===== src/rtl/reg_write_arbiter_pkg.sv =====
// Shared types and helpers for the register-bank write arbiter.
package reg_write_arbiter_pkg;

   // Helper functions are sized for the largest legal configuration.
   // Callers zero-extend their narrower vectors before calling them.
   localparam int MAX_REQ    = 8;
   localparam int MAX_IDX_W  = 3;
   localparam int MAX_ONEHOT = 16;
   localparam int NREQ_DEF   = 4;
   localparam int RR_IDX_W   = $clog2(NREQ_DEF);

   typedef struct packed {
      logic                 valid;
      logic [MAX_IDX_W-1:0] idx;
   } rr_pick_t;

   // One-hot of idx over an n-bit field; all-zero when idx >= n.
   function automatic logic [MAX_ONEHOT-1:0] onehot(input logic [3:0] idx, input int n);
      logic [MAX_ONEHOT-1:0] v;
      v = '0;
      for (int i = 0; i < MAX_ONEHOT; i++)
         if (i < n && idx == 4'(i)) v[i] = 1'b1;
      return v;
   endfunction

   // First set bit of elig[n-1:0], searching upward from start and wrapping
   // at n. The wrap compares against n-1 so non-power-of-2 n works.
   function automatic rr_pick_t rr_pick(input logic [MAX_REQ-1:0]   elig,
                                        input logic [MAX_IDX_W-1:0] start,
                                        input int                   n);
      rr_pick_t             p;
      logic [MAX_IDX_W-1:0] idx;
      logic [MAX_IDX_W-1:0] top;
      p   = '0;
      idx = start;
      top = MAX_IDX_W'(n - 1);
      for (int k = 0; k < MAX_REQ; k++) begin
         if (k < n && !p.valid && elig[idx]) begin
            p.valid = 1'b1;
            p.idx   = idx;
         end
         idx = (idx == top) ? '0 : idx + 1'b1;
      end
      return p;
   endfunction

endpackage


===== src/rtl/reg_write_arbiter_picker.sv =====
// Combinational round-robin priority picker: first eligible index at or after start.
module rr_priority_picker
   import reg_write_arbiter_pkg::*;
#(
   parameter int NREQ  = 4,
   parameter int IDX_W = $clog2(NREQ)
) (
   input  logic [NREQ-1:0]  eligible_i,
   input  logic [IDX_W-1:0] start_i,
   output logic [IDX_W-1:0] winner_o,
   output logic             valid_o
);

   rr_pick_t pick;

   // Wrap-around search delegated to the shared package function.
   always_comb begin
      pick     = rr_pick(MAX_REQ'(eligible_i), MAX_IDX_W'(start_i), NREQ);
      winner_o = IDX_W'(pick.idx);
      valid_o  = pick.valid;
   end

endmodule


===== src/rtl/reg_write_arbiter.sv =====
// Round-robin arbiter sharing one register-bank write port among NREQ requesters.
// All outputs are registered; a grant in cycle N loads the bank at the end of N+1.
module reg_write_arbiter
   import reg_write_arbiter_pkg::*;
#(
   parameter int WIDTH = 16,
   parameter int NREQ  = NREQ_DEF,
   parameter int NREGS = 8,
   parameter int AW    = 3
) (
   input  logic                      clk,
   input  logic                      reset,
   input  logic [NREQ-1:0]           req,
   input  logic [NREQ*AW-1:0]        req_addr,
   input  logic [NREQ*WIDTH-1:0]     req_data,
   output logic [NREQ-1:0]           gnt,
   output logic [NREGS-1:0]          load,
   output logic [WIDTH-1:0]          d,
   output logic                      err,
   output logic [$clog2(NREQ)-1:0]   last_gnt
);

   localparam int IDX_W = $clog2(NREQ);

   logic [NREQ-1:0]  gnt_q,  gnt_d;
   logic [NREGS-1:0] load_q, load_d;
   logic [WIDTH-1:0] d_q,    d_d;
   logic             err_q,  err_d;
   logic [IDX_W-1:0] last_q, last_d;

   logic [NREQ-1:0]  eligible;
   logic [IDX_W-1:0] start;
   logic [IDX_W-1:0] winner;
   logic             win_vld;
   logic [AW-1:0]    w_addr;
   logic             addr_ok;

   // Mask last cycle's grantee so it cannot win again while dropping req.
   always_comb begin
      eligible = req & ~gnt_q;
      start    = (last_q == IDX_W'(NREQ - 1)) ? '0 : last_q + 1'b1;
   end

   rr_priority_picker #(.NREQ(NREQ), .IDX_W(IDX_W)) u_pick (
      .eligible_i (eligible),
      .start_i    (start),
      .winner_o   (winner),
      .valid_o    (win_vld)
   );

   // Winner mux, address range check and one-hot decode into next-state values.
   always_comb begin
      w_addr  = req_addr[int'(winner)*AW +: AW];
      addr_ok = 32'(w_addr) < 32'(NREGS);
      gnt_d   = '0;
      load_d  = '0;
      err_d   = 1'b0;
      d_d     = d_q;
      last_d  = last_q;
      if (win_vld) begin
         gnt_d  = NREQ'(onehot(4'(winner), NREQ));
         last_d = winner;
         d_d    = req_data[int'(winner)*WIDTH +: WIDTH];
         err_d  = !addr_ok;
         for (int r = 0; r < NREGS; r++)
            load_d[r] = addr_ok && (32'(w_addr) == 32'(r));
      end
   end

   // Output registers; reset cancels anything that would be registered this edge.
   always_ff @(posedge clk) begin
      if (reset) begin
         gnt_q  <= '0;
         load_q <= '0;
         d_q    <= '0;
         err_q  <= 1'b0;
         last_q <= IDX_W'(NREQ - 1);
      end else begin
         gnt_q  <= gnt_d;
         load_q <= load_d;
         d_q    <= d_d;
         err_q  <= err_d;
         last_q <= last_d;
      end
   end

   assign gnt      = gnt_q;
   assign load     = load_q;
   assign d        = d_q;
   assign err      = err_q;
   assign last_gnt = last_q;

endmodule


===== config.mk =====
export PLATFORM = sky130hd
export DESIGN_NAME = reg_write_arbiter
export DESIGN_NICKNAME = d
export VERILOG_FILES = /design/src/rtl/reg_write_arbiter_pkg.sv /design/src/rtl/reg_write_arbiter_picker.sv /design/src/rtl/reg_write_arbiter.sv
export SDC_FILE = /design/constraint.sdc
export NUM_CORES = 1
export LEC_CHECK = 0
export CAP_MARGIN = 30
export CORE_ASPECT_RATIO = 2
export CORE_MARGIN = 2
export CORE_UTILIZATION = 33
export DETAILED_ROUTE_END_ITERATION = 16
export GPL_TIMING_DRIVEN = 0
export HOLD_SLACK_MARGIN = 0.12
export PLACE_DENSITY = 0.77
export REMOVE_ABC_BUFFERS = 1
export SETUP_SLACK_MARGIN = 0.05
export SYNTH_ARGS = -nofsm -noshare
export SYNTH_HDL_FRONTEND = slang
export SYNTH_SLANG_ARGS = --single-unit

===== constraint.sdc =====
create_clock -name clk -period 1.81 [get_ports clk]
set_input_delay 0.362 -clock clk [delete_from_list [all_inputs] [get_ports clk]]
set_output_delay 0.362 -clock clk [all_outputs]
set_load 0.01 [all_outputs]

* Yosys cells after proc, flatten, opt, wreduce, memory -nomap -nowiden
Cells that the tools add are included.
** Word-level totals
- Register bits :: 30
- Bits of input ports :: 82
- Output and inout port bits :: 31
- Word-level logic and storage cells :: 61
** Cells by class
- Add/subtract/negate cells :: 4
- $mul :: 1
- Order comparisons :: 4
- Equal/unequal tests :: 14
- Shift-type cells :: 2
- Multiplexer cells :: 20
- Bitwise operators :: 3
- Reductions and logical operators :: 9
** Operators with widths (count)
- $shiftx A64 B7 Y16 :: 1
- $mux W4 :: 4
- $eq A3 B2 Y1 const B :: 4
- $eq A3 B3 Y1 const B :: 4
- $lt A3 B4 Y1 const B :: 3
- $shiftx A12 B5 Y3 :: 1
- $bmux W1 S3 :: 3
- $mux W3 :: 3
- $eq A2 B2 Y1 const B :: 4
- $mux W1 :: 8
- $add A3 B1 Y3 const B :: 2
- $and A4 B4 Y4 :: 1
- $lt A2 B4 Y1 const B :: 1
- $mul A2 B2 Y4 const B :: 1
- $not A4 Y4 :: 1
- $add A2 B1 Y3 const B :: 1
- $eq A3 B1 Y1 const B :: 1
- $logic_and A1 B1 Y1 :: 3
- $logic_not A1 Y1 :: 3
- $logic_not A3 Y1 :: 1
- $add A2 B1 Y2 const B :: 1
- $bmux W1 S2 :: 1
- $eq A2 B1 Y1 const B :: 1
- $logic_not A2 Y1 :: 1
- 3 further kinds :: 3

* Depth between registers and ports, before layout
Gate-level depths: netlist of run 1.
- Depth after elaboration :: 17
- Depth in mapped cells :: 9
- Depth with buffers taken out :: 7

* Hierarchy
Synthesis of run 1 repeated with hierarchy kept, for this count alone.
** Second synthesis, totals
- Cell total of the unflattened synthesis :: 160
- Area total of the unflattened synthesis :: 1835.5 µm²
** By module, submodules not included
- reg_write_arbiter :: instances 1, cells each 119, area an instance 1550.2 µm², seq. area each 600.6 µm²
- rr_priority_picker :: instances 1, cells each 41, area an instance 285.3 µm², seq. area each 0.0 µm²

* Least setup slack after synthesis of run 1
OpenSTA, ideal clock, no wires.
- Path type :: flip-flop to flip-flop
- Start :: register last_q[0], in the netlist last_gnt[0]
- End :: register load_q[2], in the netlist load[2]
- Setup time :: 0.078 ns
- Arrival time :: 1.994 ns
- Data required time :: 1.732 ns
- Path slack :: -0.262 ns
- Stages on the path, launching flop included :: 8
- Buffers on the path :: 2
- Period minus slack after synthesis :: 2.072 ns
- Path through :: dfxtp_1 > ha_1 > buf_2 > a211oi_1 > o22a_1 > buf_2 > mux2_2 > nor3_1
** Between the ends
- Word-level cells in the longest chain between the ends :: 17
- Elaborated cells between the ends (all ways) :: 35
- Those cells by class :: 4 x add/sub; 1 x mul; 5 x eq/ne; 1 x shift; 16 x mux; 1 x bitwise; 7 x reduce/logical
** Ends and longest elaborated chain
- start: declaration :: RTL line reg_write_arbiter.sv:29 : logic [IDX_W-1:0] last_q, last_d;
- start signal: assignment :: RTL line reg_write_arbiter.sv:77 : last_q <= IDX_W'(NREQ - 1);
- start signal: assignment :: RTL line reg_write_arbiter.sv:83 : last_q <= last_d;
- $add A2 B1 Y2 or $eq A2 B2 Y1 (tied branches) :: RTL line reg_write_arbiter.sv:41 : start = (last_q == IDX_W'(NREQ - 1)) ? '0 : last_q + 1'b1;
- $mux W2 (*) :: RTL line reg_write_arbiter.sv:41
- parallel branches: the longest is 11 deep, another holds $add A2 B1 Y3
- $mux W4 (*) :: RTL line reg_write_arbiter_pkg.sv:38 : if (k < n && !p.valid && elig[idx]) begin
- $mul A2 B2 Y4 :: RTL line reg_write_arbiter.sv:53 : w_addr = req_addr[int'(winner)*AW +: AW];
- $shiftx A12 B5 Y3 :: RTL line reg_write_arbiter.sv:53
- $eq A3 B2 Y1 :: RTL line reg_write_arbiter.sv:66 : load_d[r] = addr_ok && (32'(w_addr) == 32'(r));
- end signal: assignment :: RTL line reg_write_arbiter.sv:80 : load_q <= load_d;
- end: declaration :: RTL line reg_write_arbiter.sv:26 : logic [NREGS-1:0] load_q, load_d;
Mark *: on every way between the ends. The select of a mux whose other input is x is not followed.
A chain may end at the register's enable or synchronous reset.

* Worst setup path after layout of run 1
- Start :: register gnt_q[1], in the netlist gnt[1]
- End :: register load_q[1], in the netlist load[1]
** Between the ends
- Word-level cells in the longest chain between the ends :: 17
- Elaborated cells between the ends (all ways) :: 25
- Those cells by class :: 1 x mul; 1 x eq/ne; 1 x shift; 12 x mux; 3 x bitwise; 7 x reduce/logical
** Ends and longest elaborated chain
- start: declaration :: RTL line reg_write_arbiter.sv:25 : logic [NREQ-1:0] gnt_q, gnt_d;
- start signal: assignment :: RTL line reg_write_arbiter.sv:79 : gnt_q <= gnt_d;
- $not A4 Y4 (*) :: RTL line reg_write_arbiter.sv:40 : eligible = req & ~gnt_q;
- $and A4 B4 Y4 (*) :: RTL line reg_write_arbiter.sv:40
- $bmux W1 S2 :: RTL line reg_write_arbiter_pkg.sv:38
- $mux W1 (implied by the code) :: RTL line reg_write_arbiter_pkg.sv:38
- $mux W4 :: RTL line reg_write_arbiter_pkg.sv:38
- $logic_not A1 Y1 :: RTL line reg_write_arbiter_pkg.sv:38
- $logic_and A1 B1 Y1 :: RTL line reg_write_arbiter_pkg.sv:38
- $mux W4 :: RTL line reg_write_arbiter_pkg.sv:38
- $logic_not A1 Y1 :: RTL line reg_write_arbiter_pkg.sv:38
- $logic_and A1 B1 Y1 :: RTL line reg_write_arbiter_pkg.sv:38
- $mux W4 :: RTL line reg_write_arbiter_pkg.sv:38
- $logic_not A1 Y1 :: RTL line reg_write_arbiter_pkg.sv:38
- $logic_and A1 B1 Y1 :: RTL line reg_write_arbiter_pkg.sv:38
- $mux W4 (*) :: RTL line reg_write_arbiter_pkg.sv:38
- $mul A2 B2 Y4 :: RTL line reg_write_arbiter.sv:53
- $shiftx A12 B5 Y3 :: RTL line reg_write_arbiter.sv:53
- $eq A3 B1 Y1 :: RTL line reg_write_arbiter.sv:66
Mark *: on every way between the ends. The rest lies on a longest branch, timed or not. The select of a mux whose other input is x is not followed.

==> flow_summary.ini, run 1 <==
[synthesis]
synth-seq-cells = 30
netlist_area_um2 = 1720
synth_cell_types = 39
ys_top_cells_by_area = dfxtp_1 (35%), mux2i_1 (8.1%), a221oi_1 (7.1%)
ys_warn_count = 0
async_flop_share_pct = 0
netlist_top_cells_count = dfxtp_1 (30), nor2_1 (17), a211oi_1 (15)
netlist_instances = 185
synth_top_area_cell = dfxtp_1
synth_top_area_share_pct = 34.8
yosys_most_used_dff = dfxtp_1
yosysMostFrequentCell = dfxtp_1
synth_seq_area_share_pct = 34.8
synth_edf_count = 0
syn_area_per_cell_um2 = 9.32

[clock_network]
cts_root_buffer = clkbuf_8
cts_buffer_depth = 2
clk_pin_slew_ns = 0.07
tritoncts = yes
cts_hold_buf = 0
clk_latency_ns = 0.29
cts_num_sinks = 30
htree_levels = 2
cts_buffers = 5

[route]
wl_um = 7070
vias_per_cell = 5.50
vias = 2053
drcViolationCount = 0
drt_first_pass_iters = 4
drt-initial-drc-count = 38
ant_nets = 0
wl_per_cell_um = 18.9

[die]
rows = 37
core_area_um2 = 5090
dieArea_um2 = 5850
num_io_pins = 113
dieWidth_um = 55.1
fp.dieH_um = 106
initial_core_util_pct = 33.9

[sta]
relSlewSlack_pct = 30.9
grt_setup_unrepaired = yes
setup_ws_ns = -0.221
finalSetupViolations = 24
tightestPinTransition_ns = 1.04
fmax_mhz = 492
maxSlewViolCount = 0
skew_ns = 0.00601
hold_viol = 0
timing.final.crit_period_ns = 2.03
finalCritPeriodShare_pct = 112

[placement]
place_congestion = 0.810
placed_area_um2 = 2880
dp_hpwl_um = 4380
io_buffers = 111
placed_cells = 342
preCtsSetupSlack_ns = -1.25

[min_path]
whs_endpoint = d[15]$_SDFFE_PP0N_
min_from = d[15]$_SDFFE_PP0N_
min_path_cells = 2
hold_path.class = reg2reg

[worst_setup_path]
crit_type = reg2reg
path_cells = nor2b_4, buf_6, nor2_4, o32ai_4, buf_6, buf_16, mux2i_4, mux2_4, nor3_2
worst_setup_path_end_kind = register
cp_max_fo = 6
r2r_end = load[1]$_SDFF_PP0_
regToRegSetupSlack_ns = -0.22
start_kind = register
cp_common_cell = buf_6
worst_ep_arrival_time_ns = 2.20
reg2regPathDepth = 9
required_ns = 1.98
cpPeakStageDelay_ns = 0.34
cp_slowest_cell = dfxtp_2
rr_startpoint = gnt[1]$_SDFF_PP0_

[final_layout]
drive_gt1_share_pct = 37.8
final_core_util_pct = 72.5
stdcell_count = 373
fin_nets = 397
area_growth_pct = 114
antenna_cells = 0
post-route-cell-area_um2 = 3690

[global_routing]
grt.total_usage_pct = 24.6
grt_antenna_before_repair = 0
grt_pass1_wl_um = 10300
grt_pass1_vias = 2093
grt_max_degree = 22
grt_overflow = 0

[outcome]
status = finished with violations
violations = setup timing

[pwr]
leakage_nw = 1.38
ir_drop_v = 0.00193
p_per_area_nw_per_um2 = 1660
p_total_mw = 6.14

[flow_run]
max_cap_viol_count = 0
-- timing repair --
action	in CTS	in global routing
setup buffers	17	4
gates resized for setup	81	42
setup endpoints to repair	29	25
cloned	4	0
pin swaps	18	23
-- per-layer routing --
metal	part of all wire [%]	track usage, %	vias to the layer above
met4	2.6	10.8	0
li1	-	-	960
met3	5.2	5.34	15
met1	34	23.7	993
met5	0	0	-
met2	59	45.8	85
-- layout make-up --
class / count / area, um2
timing repair buffer: 136 / 1380
sequential: 30 / 609
multi-input combinational: 141 / 1520
fill: 384 / 1400
tap: 58 / 72.6
clock buffer: 5 / 68.8
clock inverter: 3 / 40.0
-- critical path, delay by kind of cell, from the launching register on --
family	cells	cell delay (ns)
compound gates	1	0.29
buf+inv	3	0.47
flops	1	0.34
mux	2	0.51
simple gates	3	0.30
-- stage by stage --
step	hold slack, ns	TNS [ns]
after global routing	0.518	-4.95
final	0.501	-3.52
after detailed placement	0.493	-28.13
after floorplan	0.435	-30.36
after global placement	0.487	-71.18
after CTS	0.504	-3.89
-- sequential cells by signal, indices dropped and copies added, names as in the netlist --
name      count
load          8
gnt           4
d            16
last_gnt      2
-- placed cells by master (no fill, tap or decap), types with 3 or more instances in the layout --
cell type / Yosys / routed
buf_4: 2 / 13
buf_6: 3 / 7
mux2_4: 0 / 14
mux2i_1: 14 / 4
a211oi_2: 0 / 8
nand2_1: 13 / 4
nor3_2: 0 / 9
nor2b_4: 1 / 5
a221oi_2: 0 / 6
clkbuf_8: 0 / 5
a211oi_1: 15 / 6
and2_1: 3 / 3
clkdlybuf4s50_1: 0 / 106
a221oi_1: 14 / 8
nand2b_4: 0 / 3
dfxtp_1: 30 / 27
mux2i_4: 0 / 8
dlygate4sd2_1: 0 / 5
nand2_2: 0 / 9
nor2_1: 17 / 16
-- power by group --
part           internal (mW)  switching [mW]
Clock                  0.405           0.282
Sequential             0.927           0.143
Combinational           2.43            1.96
Total                   3.76            2.38
-- cells by family after synthesis --
| family | after synthesis | share of synthesized area, % |
|---|---|---|
| AO/OA/AOI/OAI | 48 | 22.4 |
| adder cells (fa/ha/maj) | 1 | 0.726 |
| buffers and inverters | 16 | 6.46 |
| flip-flops | 30 | 34.8 |
| multiplexers | 28 | 17.3 |
| other | 1 | 0.217 |
| AND/OR/NAND/NOR | 61 | 18.1 |
-- worst max path at each step --
stage	from	endpoint	slack [ns]	cells after the start
final	gnt[1]$_SDFF_PP0_	load[1]$_SDFF_PP0_	-0.22	9
after global routing	gnt[1]$_SDFF_PP0_	load[0]$_SDFF_PP0_	-0.28	9
after CTS	last_gnt[1]$_SDFFE_PP1N_	load[0]$_SDFF_PP0_	-0.24	9
after detailed placement	req[1]	load[6]$_SDFF_PP0_	-1.25	8
after global placement	req[0]	load[0]$_SDFF_PP0_	-2.96	7
after floorplan	last_gnt[0]$_SDFFE_PP1N_	load[1]$_SDFF_PP0_	-1.21	5
Note: power is estimated with default switching activity, not from simulation.
==> run 2, diff against run 1 <==
CELL_PAD_IN_SITES_DETAIL_PLACEMENT = 1   (was not set)
CELL_PAD_IN_SITES_GLOBAL_PLACEMENT = 1   (was not set)
CORE_UTILIZATION = 23   (was 33)
PLACE_DENSITY = 0.76   (was 0.77)
==> flow_summary.ini, run 2 (synthesis results as in run 1) <==
[min_path]
min_from = reset
hold_path.class = in2reg

[sta]
fin_tns_setup_ns = -4.01
relSlewSlack_pct = 62.3
setup_ws_ns = -0.224
tightestPinTransition_ns = 0.566
finalSetupViolations = 24
timing.final.crit_period_ns = 2.03
maxSlewViolCount = 0
grt_setup_unrepaired = yes
skew_ns = 0.00301
fmax_mhz = 492
finalCritPeriodShare_pct = 112
hold_viol = 0

[worst_setup_path]
cpPeakStageDelay_ns = 0.35
path_cells = ha_4, nor2_4, o22ai_4, o32ai_4, buf_6, buf_12, mux2i_4, a22oi_2, nor3_1
crit_type = reg2reg
crit_buf_inv = 2
cp_max_fo = 4
cp_slowest_cell = dfxtp_4
worst_setup_path_end_kind = register
worst_ep_arrival_time_ns = 2.23
path_delay_family = compound AO/OA/AOI/OAI gates
start_kind = register
rr_startpoint = last_gnt[0]$_SDFFE_PP1N_
required_ns = 2.01
crit_start = last_gnt[0]$_SDFFE_PP1N_

[outcome]
violations = setup timing
status = finished with violations

[final_layout]
largest_reg_flops = 16
stdcell_count = 413
fin_nets = 403
fillers = 787
area_growth_pct = 118
post-route-cell-area_um2 = 3760
most-common-layout-cells = clkdlybuf4s50_1 (106), dfxtp_1 (28), buf_4 (19)
antenna_cells = 0
final_common_cell = clkdlybuf4s50_1
drive_gt1_share_pct = 35.5

[clock_network]
cts_num_sinks = 30
clk_pin_slew_ns = 0.05
cts_buffers = 5
cts_root_buffer = clkbuf_16
cts_buffer_depth = 2
clk_latency_ns = 0.27
cts_hold_buf = 0
tritoncts = yes
htree_levels = 2

[route]
drt_first_pass_iters = 4
vias_per_cell = 5.00
ant_nets = 0
drcViolationCount = 0
wl_um = 8180
vias = 2063
wl_per_cell_um = 19.8
drt-initial-drc-count = 88

[die]
dieArea_um2 = 8250
rows = 44
fp.dieH_um = 126
core_area_um2 = 7270
num_io_pins = 113
initial_core_util_pct = 23.7
dieWidth_um = 65.2

[global_routing]
grt_pass1_vias = 2344
grt_overflow = 0
grt_pass1_wl_um = 12500
grt_max_degree = 22
grt_antenna_before_repair = 0
grt.total_usage_pct = 20.2

[flow_run]
max_cap_viol_count = 0

[pwr]
internal_power_mw = 3.90
switchingPower_mw = 2.42
ir_drop_v = 0.00120
seqPwrFrac_pct = 17.0
switching_share_pct = 38.2
p_total_mw = 6.32
comb_power_share_pct = 68.0
leakage_nw = 1.42
p_per_area_nw_per_um2 = 1680
clkPwrFrac_pct = 15.0

[placement]
dp_hpwl_um = 5170
placed_area_um2 = 2920
place_congestion = 0.726
io_buffers = 111
placed_cells = 376
## run 2: power by group through the flow
| stage | logic, mW | clock network [mW] | registers [mW] |
|---|---|---|---|
| global route | 4.54 | 0.992 | 1.10 |
| floorplan | 1.38 | 0 | 1.17 |
| finish | 4.30 | 0.949 | 1.07 |
| global placement | 2.57 | 0 | 1.05 |
| detailed placement | 2.80 | 0 | 1.06 |
| CTS | 4.11 | 0.963 | 1.06 |
## run 2: final timing paths
check / to / slack (ns) / cells after the start
min: d[2]$_SDFFE_PP0N_ / 0.50 / 2
min reg2reg: d[12]$_SDFFE_PP0N_ / 0.50 / 2
max reg2reg: load[0]$_SDFF_PP0_ / -0.22 / 9
max: load[0]$_SDFF_PP0_ / -0.22 / 9
## run 2: repair_timing
action,4_1_cts,5_1_grt
pin swaps,27,16
resized for setup,82,23
setup buffers,25,3
hold endpoints to repair,0,0
endpoints found under the setup margin,29,26
gates cloned,2,0
## run 2: per-stage QoR
| step | hold WS, ns | setup slack [ns] | utilization, % |
|---|---|---|---|
| after floorplan | 0.435 | -1.21 | - |
| after global placement | 0.483 | -3.06 | 39.1 |
| after detailed placement | 0.499 | -1.29 | 40.2 |
| after CTS | 0.508 | -0.294 | 50.0 |
| after global routing | 0.509 | -0.320 | 51.8 |
| final | 0.501 | -0.224 | 51.8 |
## run 2: final cells by class
cell class / instances / area (um2) / share of cell area (%)
Multi-Input combinational cell: 141 / 1460 / 38.7
Sequential cell: 30 / 608 / 16.2
Clock buffer: 5 / 125 / 3.33
Timing Repair Buffer: 142 / 1420 / 37.7
Clock inverter: 3 / 40.0 / 1.06
Tap cell: 92 / 115 / 3.06
## run 2: routing by layer
metal | part of all wire [%] | wire length (um) | up-vias | GRT usage (%)
li1 | - | - | 969 | -
met1 | 35 | 2820 | 1014 | 19.1
met2 | 60 | 4940 | 69 | 41.8
met3 | 2.9 | 238 | 11 | 2.30
met4 | 2.1 | 174 | 0 | 7.11
met5 | 0 | 0 | - | 0
==> run 3, diff against run 2 <==
--- a/config.mk
+++ b/config.mk
@@ -14,4 +14,3 @@
 export DETAILED_ROUTE_END_ITERATION = 16
-export GPL_TIMING_DRIVEN = 0
-export HOLD_SLACK_MARGIN = 0.12
+export HOLD_SLACK_MARGIN = 0.06
 export PLACE_DENSITY = 0.76
--- a/constraint.sdc
+++ b/constraint.sdc
@@ -3,2 +3,2 @@
 set_output_delay 0.362 -clock clk [all_outputs]
-set_load 0.01 [all_outputs]
+set_load 0.005 [all_outputs]
==> flow_summary.ini, run 3 (synthesis results as in run 1) <==
[outcome]
status = finished with violations
violations = setup timing

[final_layout]
area_growth_pct = 119
most-common-layout-cells = clkdlybuf4s50_1 (107), buf_4 (32), dfxtp_1 (28)
drive_gt1_share_pct = 37.1
antenna_cells = 0
largest_reg_flops = 16
final_common_cell = clkdlybuf4s50_1
fin_nets = 416

[worst_setup_path]
start_kind = register
reg2regPathDepth = 9
required_ns = 1.96
cp_max_fo = 6
worst_ep_arrival_time_ns = 2.27
worst_setup_path_end_kind = register
crit_type = reg2reg

[die]
initial_core_util_pct = 23.7
fp.dieH_um = 126
core_area_um2 = 7270
dieArea_um2 = 8250
num_io_pins = 113
dieWidth_um = 65.2
rows = 44

[global_routing]
grt_antenna_before_repair = 0
grt_overflow = 0
grt_max_degree = 21
grt.total_usage_pct = 19.2
grt_pass1_wl_um = 11900
grt_pass1_vias = 2321

[route]
vias = 2108
ant_nets = 0
drt-initial-drc-count = 69
drcViolationCount = 0
wl_um = 8210
vias_per_cell = 4.95
drt_first_pass_iters = 4
wl_per_cell_um = 19.3

[clock_network]
cts_hold_buf = 0
clk_latency_ns = 0.28
cts_num_sinks = 30
cts_buffer_depth = 2
clk_pin_slew_ns = 0.06
cts_buffers = 5
cts_root_buffer = clkbuf_16
htree_levels = 2
tritoncts = yes

[placement]
place_congestion = 0.836
dp_hpwl_um = 5570
io_buffers = 111

[sta]
finalCritPeriodShare_pct = 117
finalSetupViolations = 24
maxSlewViolCount = 0
skew_ns = 0.00808
relSlewSlack_pct = 58.5
fmax_mhz = 471
timing.final.crit_period_ns = 2.12
tightestPinTransition_ns = 0.617
setup_ws_ns = -0.313
fin_tns_setup_ns = -5.92
fin_hold_ws_ns = 0.503
grt_setup_unrepaired = yes
hold_viol = 0

[flow_run]
max_cap_viol_count = 0

[pwr]
leakage_nw = 1.45
p_total_mw = 6.33
p_per_area_nw_per_um2 = 1670
ir_drop_v = 0.000895

[min_path]
hold_path.class = reg2reg
min_path_cells = 2
## run 3: changes by cell type in the layout (fill, tap and decap cells not counted), sizes merged
cell           before  now
dlygate4sd2         5    4
clkinv              2    0
o22a                5    3
clkdlybuf4s50     106  107
buf                31   46
clkinvlp            0    2
## run 3: timing repair
item                       CTS  global route
pin swaps                   12            19
gates resized for setup     57            38
cloned                       1             1
setup endpoints to repair   28            27
setup buffers               11             2
## run 3: cell type report
| type | instances | area, um2 |
|---|---|---|
| clock inverter | 3 | 45.0 |
| tap | 92 | 115 |
| timing repair buffer | 157 | 1520 |
| clock buffer | 5 | 125 |
| multi-input combinational | 139 | 1370 |
| sequential | 30 | 603 |
| fill | 816 | 3490 |
## run 3: worst paths after layout
| path | startpoint | endpoint | slack (ns) |
|---|---|---|---|
| worst min-delay path | d[0]$_SDFFE_PP0N_ | d[0]$_SDFFE_PP0N_ | 0.50 |
| worst max register to register | last_gnt[1]$_SDFFE_PP1N_ | d[6]$_SDFFE_PP0N_ | -0.31 |
| worst min register to register | d[0]$_SDFFE_PP0N_ | d[0]$_SDFFE_PP0N_ | 0.50 |
| worst max-delay path | last_gnt[1]$_SDFFE_PP1N_ | d[6]$_SDFFE_PP0N_ | -0.31 |
## run 3: critical path, cell delays in order (launching register included)
cell and delay (ns):
dfxtp_2 0.33, ha_4 0.24, buf_6 0.12, buf_6 0.11
o32ai_4 0.37, buf_6 0.18, buf_8 0.13, nor2b_2 0.07
a221oi_2 0.31, a211oi_1 0.12
## run 3: through the flow
| stage | cell area, um2 | util [%] | instances | setup slack, ns |
|---|---|---|---|---|
| 5_1_grt | 3780 | 52.0 | 426 | -0.356 |
| 6_report | 3780 | 52.0 | 426 | -0.313 |
| 3_5_place_dp | 3100 | 42.6 | 403 | -0.688 |
| 4_1_cts | 3590 | 49.5 | 423 | -0.256 |
| 2_1_floorplan | 1610 | - | 169 | -1.17 |
| 3_3_place_gp | 3100 | 42.6 | 403 | -0.611 |
## run 3: routing by layer
metal | GRT usage [%] | part of all wire, %
met4 | 9.68 | 2.9
met5 | 0 | 0
met1 | 17.8 | 33
met2 | 38.1 | 60
met3 | 2.93 | 3.8
## run 3: report_power, final
part / switching (mW) / internal, mW / total [mW] / leakage, nW
combinational: 1.84 / 2.46 / 4.30 / 1.12
clock: 0.326 / 0.648 / 0.974 / 0.0760
sequential: 0.139 / 0.920 / 1.06 / 0.247
total: 2.30 / 4.03 / 6.33 / 1.45
